`src/rtl/led_pkg.sv`:
```
// Shared types for the LED pattern controller: channel modes, command FSM states
// and the per-channel drive helper used by the output mux.
package led_pkg;

   typedef enum logic [1:0] {
      MODE_OFF    = 2'd0,
      MODE_ON     = 2'd1,
      MODE_BLINK  = 2'd2,
      MODE_BREATH = 2'd3
   } mode_e;

   typedef enum logic {
      IDLE = 1'b0,
      PEND = 1'b1
   } state_e;

   localparam int MODE_W = 3;

   typedef struct packed {
      logic  inv;
      mode_e mode;
   } chan_cfg_t;

   // Counter width for a 0..range-1 count; never narrower than one bit.
   function automatic int cnt_w(input int range);
      return (range > 1) ? $clog2(range) : 1;
   endfunction

   // inv only matters in BREATH, where it selects the anti-phase waveform.
   function automatic logic chan_value(input chan_cfg_t cfg, input logic blink, input logic breath);
      logic v;
      case (cfg.mode)
         MODE_OFF:    v = 1'b0;
         MODE_ON:     v = 1'b1;
         MODE_BLINK:  v = blink;
         default:     v = breath ^ cfg.inv;
      endcase
      return v;
   endfunction

endpackage

```
`src/rtl/led_timebase.sv`:
```
// Shared PWM/ramp/blink timebase; every count advances on the pulse of the stage below it.
// Free-running, no backpressure; frame_end_o is combinational from the registered counters.
module led_timebase
   import led_pkg::*;
#(
   parameter int TICK_DIV     = 100,
   parameter int STEPS        = 1000,
   parameter int BLINK_FRAMES = 250,
   localparam int TICK_W      = cnt_w(TICK_DIV),
   localparam int PWM_W       = cnt_w(STEPS),
   localparam int BLK_W       = cnt_w(BLINK_FRAMES)
) (
   input  logic             clk_i,
   input  logic             rst_ni,
   output logic             tick_o,
   output logic             frame_end_o,
   output logic [PWM_W-1:0] cnt_pwm_o,
   output logic [PWM_W-1:0] cnt_ramp_o,
   output logic             dir_o,
   output logic             blink_state_o
);

   logic [TICK_W-1:0] cnt_tick_q, cnt_tick_d;
   logic [PWM_W-1:0]  cnt_pwm_q, cnt_pwm_d;
   logic [PWM_W-1:0]  cnt_ramp_q, cnt_ramp_d;
   logic [BLK_W-1:0]  cnt_blink_q, cnt_blink_d;
   logic              dir_q, dir_d;
   logic              blink_q, blink_d;
   logic              tick, frame_end;

   assign tick      = (cnt_tick_q == TICK_W'(TICK_DIV - 1));
   assign frame_end = tick && (cnt_pwm_q == PWM_W'(STEPS - 1));

   always_comb begin
      cnt_tick_d  = tick ? '0 : cnt_tick_q + TICK_W'(1);
      cnt_pwm_d   = cnt_pwm_q;
      cnt_ramp_d  = cnt_ramp_q;
      cnt_blink_d = cnt_blink_q;
      dir_d       = dir_q;
      blink_d     = blink_q;
      if (tick) begin
         cnt_pwm_d = (cnt_pwm_q == PWM_W'(STEPS - 1)) ? '0 : cnt_pwm_q + PWM_W'(1);
      end
      if (frame_end) begin
         if (cnt_ramp_q == PWM_W'(STEPS - 1)) begin
            cnt_ramp_d = '0;
            dir_d      = ~dir_q;
         end else begin
            cnt_ramp_d = cnt_ramp_q + PWM_W'(1);
         end
         if (cnt_blink_q == BLK_W'(BLINK_FRAMES - 1)) begin
            cnt_blink_d = '0;
            blink_d     = ~blink_q;
         end else begin
            cnt_blink_d = cnt_blink_q + BLK_W'(1);
         end
      end
   end

   always_ff @(posedge clk_i or negedge rst_ni) begin
      if (!rst_ni) begin
         cnt_tick_q  <= '0;
         cnt_pwm_q   <= '0;
         cnt_ramp_q  <= '0;
         cnt_blink_q <= '0;
         dir_q       <= 1'b0;
         blink_q     <= 1'b0;
      end else begin
         cnt_tick_q  <= cnt_tick_d;
         cnt_pwm_q   <= cnt_pwm_d;
         cnt_ramp_q  <= cnt_ramp_d;
         cnt_blink_q <= cnt_blink_d;
         dir_q       <= dir_d;
         blink_q     <= blink_d;
      end
   end

   // dir_o = 0 while the breath ramp is rising.
   assign tick_o        = tick;
   assign frame_end_o   = frame_end;
   assign cnt_pwm_o     = cnt_pwm_q;
   assign cnt_ramp_o    = cnt_ramp_q;
   assign dir_o         = dir_q;
   assign blink_state_o = blink_q;

endmodule

```
`src/rtl/led_pattern_ctrl.sv`:
```
// Four-channel LED pattern controller; led is registered one cycle after the counters.
// Commands use valid/ready; ready drops while a command waits for the next frame boundary.
module led_pattern_ctrl
   import led_pkg::*;
#(
   parameter int TICK_DIV     = 100,
   parameter int STEPS        = 1000,
   parameter int BLINK_FRAMES = 250
) (
   input  logic          sclk,
   input  logic          s_rst_n,
   input  logic          cmd_valid,
   output logic          cmd_ready,
   input  logic [3:0]    cmd_mask,
   input  logic [1:0]    cmd_mode,
   input  logic          cmd_inv,
   output logic [11:0]   mode_q,
   output logic          frame_end,
   output logic [3:0]    led
);

   localparam int PWM_W = cnt_w(STEPS);

   logic             tick_unused;
   logic [PWM_W-1:0] cnt_pwm, cnt_ramp;
   logic             dir, blink_state, breath;

   state_e           state_q, state_d;
   logic [3:0]       pend_mask_q, pend_mask_d;
   chan_cfg_t        pend_cfg_q, pend_cfg_d;
   chan_cfg_t        cfg_q [4];
   chan_cfg_t        cfg_d [4];
   logic [3:0]       led_q, led_d;
   logic             apply;

   led_timebase #(
      .TICK_DIV     (TICK_DIV),
      .STEPS        (STEPS),
      .BLINK_FRAMES (BLINK_FRAMES)
   ) u_timebase (
      .clk_i         (sclk),
      .rst_ni        (s_rst_n),
      .tick_o        (tick_unused),
      .frame_end_o   (frame_end),
      .cnt_pwm_o     (cnt_pwm),
      .cnt_ramp_o    (cnt_ramp),
      .dir_o         (dir),
      .blink_state_o (blink_state)
   );

   // A frame_end in the acceptance cycle is seen in IDLE, so it never applies the command.
   always_comb begin
      state_d     = state_q;
      cmd_ready   = 1'b0;
      apply       = 1'b0;
      pend_mask_d = pend_mask_q;
      pend_cfg_d  = pend_cfg_q;
      case (state_q)
         IDLE: begin
            cmd_ready = 1'b1;
            if (cmd_valid) begin
               pend_mask_d = cmd_mask;
               pend_cfg_d  = '{inv: cmd_inv, mode: mode_e'(cmd_mode)};
               state_d     = PEND;
            end
         end
         default: begin
            if (frame_end) begin
               apply   = 1'b1;
               state_d = IDLE;
            end
         end
      endcase
   end

   assign breath = dir ? (cnt_pwm >= cnt_ramp) : (cnt_pwm < cnt_ramp);

   always_comb begin
      mode_q = '0;
      for (int i = 0; i < 4; i++) begin
         cfg_d[i]                       = (apply && pend_mask_q[i]) ? pend_cfg_q : cfg_q[i];
         led_d[i]                       = chan_value(cfg_q[i], blink_state, breath);
         mode_q[MODE_W*i +: MODE_W]     = cfg_q[i];
      end
   end

   always_ff @(posedge sclk or negedge s_rst_n) begin
      if (!s_rst_n) begin
         state_q     <= IDLE;
         pend_mask_q <= '0;
         pend_cfg_q  <= '0;
         led_q       <= '0;
         for (int i = 0; i < 4; i++) begin
            cfg_q[i] <= '0;
         end
      end else begin
         state_q     <= state_d;
         pend_mask_q <= pend_mask_d;
         pend_cfg_q  <= pend_cfg_d;
         led_q       <= led_d;
         for (int i = 0; i < 4; i++) begin
            cfg_q[i] <= cfg_d[i];
         end
      end
   end

   assign led = led_q;

endmodule

```
`config.mk`:
```
export PLATFORM = sky130hd
export DESIGN_NAME = led_pattern_ctrl
export DESIGN_NICKNAME = d
export VERILOG_FILES = /design/src/rtl/led_pkg.sv /design/src/rtl/led_timebase.sv /design/src/rtl/led_pattern_ctrl.sv
export SDC_FILE = /design/constraint.sdc
export NUM_CORES = 1
export LEC_CHECK = 0
export ABC_CLOCK_PERIOD_IN_PS = 5950
export CORE_UTILIZATION = 26
export DETAILED_ROUTE_END_ITERATION = 16
export DONT_BUFFER_PORTS = 1
export MAX_ROUTING_LAYER = met4
export PLACE_DENSITY_LB_ADDON = 0.3
export SLEW_MARGIN = 30
export SYNTH_ARGS = -nofsm -noshare
export SYNTH_HDL_FRONTEND = slang
export SYNTH_SLANG_ARGS = --single-unit
```
`constraint.sdc`:
```
create_clock -name sclk -period 5.95 [get_ports sclk]
set_input_delay 1.19 -clock sclk [delete_from_list [all_inputs] [get_ports sclk]]
set_output_delay 1.19 -clock sclk [all_outputs]
set_load 0.01 [all_outputs]
```
==> Word-level counts from Yosys, hierarchy flattened <==
Cells that the tools add are included.
{ "classes": {"add_sub_neg": 4, "multipliers": 0, "div": 0, "n_lt_le_gt_ge": 2, "eq_ne": 12, "shift": 0, "n_mux": 15, "bitwise_logic": 7, "n_reduce_logical": 12} }
{ "ops": {"columns": ["operator", "count"], "rows": [
  ["$add 10x1->10 const B", 2],
  ["$eq 10x10->1 const B", 2],
  ["$mux 10", 2],
  ["$pmux 1 s3", 4],
  ["$ge 10x10->1", 1],
  ["$lt 10x10->1", 1],
  ["$add 8x1->8 const B", 1],
  ["$eq 2x1->1 const B", 4],
  ["$eq 2x2->1 const B", 4],
  ["$eq 8x8->1 const B", 1],
  ["$logic_not 2->1", 4],
  ["$mux 8", 1],
  ["$add 7x1->7 const B", 1],
  ["$eq 7x7->1 const B", 1],
  ["$mux 1", 7],
  ["$mux 7", 1],
  ["$reduce_and 2->1", 3],
  ["$logic_and 1x1->1", 5],
  ["$xor 1x1->1", 4],
  ["$not 1->1", 3]
]} }
{ "word_totals": {"regBits": 61, "latchBits": 0, "ram_bits": 0, "mem_bits_ro": 0, "in_bits": 10, "out_inout_bits": 18, "mem_count": 0} }

==> Longest topological paths before layout <==
{ "logic_depth": {"word_depth": 5, "ltp_mapped": 9} }

==> Hierarchy <==
From an unflattened synthesis, not the netlist that was laid out.
{ "hier_totals": {"cells_unflattened": 311, "hier_area_um2": 3228.1} }
{ "by_module_without_submodules": {"columns": ["module", "instances", "cells_each", "area_each_um2", "seq_area_each_um2"], "rows": [
  ["led_timebase", 1, 190, 1854.3, 925.9],
  ["led_pattern_ctrl", 1, 121, 1373.8, 600.6]
]} }

==> Worst setup path after synthesis <==
No wires, ideal clock.
{ "synth_path": {"path_kind": "register -> output", "startpoint": "reg u_timebase.cnt_pwm_q[1], in the netlist u_timebase.cnt_pwm_o[1]", "endpoint": "out frame_end", "arrival_time_ps": 1574, "t_required_ps": 4760, "path_slack_ps": 3186, "stages_incl_launch_ff": 8, "n_path_buf": 2, "cell_sequence": "dfrtp_1 > ha_1 > nand4b_1 > or3_4 > or2_1 > buf_6 > inv_2 > buf_6"} }
{ "synth_between": {"elab_chain_cells": 2} }
{ "synth_rtl": {"columns": ["element", "line", "source"], "rows": [
  ["from (decl)", "led_timebase.sv:24", "logic [PWM_W-1:0] cnt_pwm_q, cnt_pwm_d;"],
  ["from (signal assigned)", "led_timebase.sv:70", "cnt_pwm_q <= cnt_pwm_d;"],
  ["$eq 10x10->1", "led_timebase.sv:32", "assign frame_end = tick && (cnt_pwm_q == PWM_W'(STEPS - 1));"],
  ["$logic_and 1x1->1", "led_timebase.sv:32", null],
  ["to (decl)", "led_pattern_ctrl.sv:18", "output logic frame_end,"]
]} }
Every way passes these cells.

==> Final worst setup path <==
Same ends and word-level chain as after synthesis.

==> run summary <==
number of gates given a new drive strength after cts: 0
iteration-0 DRC count of the detailed router: 139
clock tree from TritonCTS: built
CTS clock-pin slew for the worst setup and hold paths: 0.06 ns
RSZ-0062 raised after global routing: false
all-layer global routing usage: 0.117
Congestion Overflow GR: 0
mean area per synthesized cell: 10.4 um^2
number of hold-repair buffers added at the cts stage: 0
clock sink count: 61
Net Sw Frac: 0.215
Clock Path Buffers: 2
type of element launching the critical path: register
run status: finished, final reports clean
Hold Worst Slack: 0.490 ns
fraction of the yosys area taken by sequential cells: 0.472
count of H-tree levels built during CTS: 3
Gate Count Post-Synth: 311
number of enable flip-flop cells after synthesis: 0
number of nets in the final layout: 339
number of remaining DRC errors: 0
share of the synthesized area in the top cell type: 0.472
CP Class: reg -> out
worst min path class: reg -> reg
cell type with the largest total area after synthesis: dfrtp_1
Max Clock Freq: 278 MHz
combined area of all synthesized cells: 3230 um^2
post-DR vias/cell: 4.72
net count of the mapped netlist: 336
Starting Density: 0.268
Largest delay share family, worst path: simple AND/OR/NAND/NOR gates
# setup viols final: 0
first-pass GRT wire length: 11500 um
most frequent cells in the layout: 61 x dfrtp_1, 26 x nand2_1, 22 x nor2_1
power density relative to cell area: 263 nW/um^2
number of iterations in the first detailed-routing pass: 4
total via count in the routed design: 2301
share of flip-flops with an asynchronous set or reset: 1.00
Least-Margin Pin Slew: 0.863 ns
maximum fanout along the worst path: 25
relative contribution of combinational cells to total power: 0.006
cell breakdown of the critical path: ha_1, nand4b_1, or3_4, or2_1, inv_2
number of distinct library cells after synthesis: 46
std cell rows: 40
die outline width: 113 um
sequential fraction of design power: 0.438
synthesis-stage register bit count: 61
number of setup buffers added after CTS: 0
ratio of final minimum period to clock period: 0.604
net switching power: 209 uW
largest cells by area after synthesis: dfrtp_1 47%, mux2_2 7.0%, ha_1 5.8%
leakage: 1.56 nW
total of max-cap violations: 0
CTS Buf Count: 9
synth-to-layout area growth: 14.5%
Arr. time, crit path: 2.40 ns
die area: 12900 um^2
share of total power in the clock network: 0.557
largest net degree at the start of global routing: 62
number of warnings printed during yosys synthesis: 0
number of global-route vias before repair: 2231
worst vdd ir: 0.159 mV
crit path buf inv count: 1
Slowest cell on crit path: or2_1
routed wire length per instance: 14.2 um
Die Ht: 113 um
Setup TNS Final: 0 ns
final HPWL from detailed placement: 4850 um
leading cell type in the layout, fill and taps excluded: dfrtp_1
post-route standard cell area excluding fillers: 3700 um^2
io pins: 28
final wirelength: 6920 um
Largest stage delay, worst path: 0.53 ns
antenna cells: 0
post-placement cell area: 3390 um^2
final count of pins violating max slew: 0
worst endpoint required time: 4.76 ns
Fin. Hold Viols: 0
antenna viol nets, final: 0
Tmin final: 3.59 ns
worst clock skew: 0.0117 ns
Root Driver: clkbuf_16
number of filler instances in the final layout: 1255
antenna violations before repair: 0
headroom to the max-slew limit: 0.425
Internal Pwr Total: 763 uW
most used flip-flop cell after synthesis: dfrtp_1
fraction of final layout cells sized beyond drive strength 1: 0.150
Placeable Area: 12100 um^2
RD Place Congestion: 0.762
number of buffers inserted by port buffering: 0
clock latency at the later pin of the worst-skew pair: 0.33 ns
Critical Path End Type: output pin
## Yosys cell counts, types with 4 or more instances
master / instances
nor3_1: 5
o21ai_0: 16
mux2_2: 20
a31oi_1: 10
nand2b_1: 4
o31ai_1: 7
xnor2_1: 11
a21oi_1: 6
nand3_1: 19
inv_1: 16
and3_1: 4
nor2_1: 22
nand4_1: 6
clkbuf_1: 4
nand2_1: 26
ha_1: 15
nor2b_1: 5
dfrtp_1: 61
o211ai_1: 14
## worst paths after layout
kind                                                     start                               endpoint  slack [ns]  cells past startpoint
setup / recovery           u_timebase.cnt_pwm_o[1]$_DFFE_PN0N_                              frame_end        2.36                      5
hold / removal              u_timebase.cnt_tick_q[0]$_DFF_PN0_     u_timebase.cnt_tick_q[0]$_DFF_PN0_        0.49                      1
setup reg to reg            u_timebase.cnt_tick_q[0]$_DFF_PN0_  u_timebase.cnt_blink_q[2]$_DFFE_PN0P_        3.27                      7
hold reg to reg             u_timebase.cnt_tick_q[0]$_DFF_PN0_     u_timebase.cnt_tick_q[0]$_DFF_PN0_        0.49                      1
max in group asynchronous                              s_rst_n    u_timebase.cnt_pwm_o[5]$_DFFE_PN0N_        5.29                      0
min in group asynchronous                              s_rst_n  u_timebase.cnt_blink_q[6]$_DFFE_PN0P_        0.55                      0
## kinds of logic (layout without fill, tap and decap cells)
logic type	Yosys count	after routing	share of synthesized area
buffers and inverters	25	33	0.0364
multiplexers	23	23	0.0790
flip-flops	61	61	0.472
AND/OR/NAND/NOR	107	107	0.176
adder cells (fa/ha/maj)	15	15	0.0581
AO/OA/AOI/OAI	67	67	0.143
XOR/XNOR	13	13	0.0352
## state kept, by name, indices dropped and copies added, names as in the netlist
| signal | count |
|---|---|
| mode_q | 12 |
| u_timebase.cnt_pwm_o | 10 |
| u_timebase.cnt_ramp_o | 10 |
| u_timebase.cnt_blink_q | 8 |
| u_timebase.cnt_tick_q | 7 |
| led | 4 |
| pend_mask_q | 4 |
| pend_cfg_q | 3 |
| state_q | 1 |
| u_timebase.blink_state_o | 1 |
| u_timebase.dir_o | 1 |
## through the flow
| step | cells | setup slack (ns) | power (mW) | util |
|---|---|---|---|---|
| global placement | 471 | 2.74 | 0.438 | 0.281 |
| detailed placement | 471 | 2.67 | 0.439 | 0.281 |
| finish | 487 | 2.36 | 0.972 | 0.307 |
| global route | 487 | 2.12 | 1.00 | 0.307 |
| CTS | 487 | 2.32 | 0.985 | 0.306 |
| floorplan | 311 | 3.19 | 0.436 | - |
## power by group through the flow
stage	clock, mW	sequential (mW)	combinational (mW)
after floorplan	0	0.431	0.00503
final	0.541	0.426	0.00536
after global routing	0.572	0.427	0.00593
after detailed placement	0	0.433	0.00540
after CTS	0.554	0.426	0.00547
after global placement	0	0.433	0.00521
## metal layers
| metal | up-vias | global-route usage | wire, um | part of all wire |
|---|---|---|---|---|
| met4 | 0 | 0.0360 | 48 | 0.0069 |
| met3 | 4 | 0.0319 | 221 | 0.032 |
| met5 | - | - | 0 | 0 |
| met1 | 1135 | 0.154 | 3350 | 0.48 |
| li1 | 1137 | - | - | - |
| met2 | 25 | 0.173 | 3300 | 0.48 |
## final cells by class
type                       count  area (um^2)  share of cell area
multi-input combinational    225         1590               0.430
sequential                    61         1530               0.412
clock buffer                  10          239              0.0646
tap                          168          210              0.0568
clock inverter                 6         68.8              0.0186
inverter                      17         63.8              0.0172
Power figures use the tool's default switching activity.
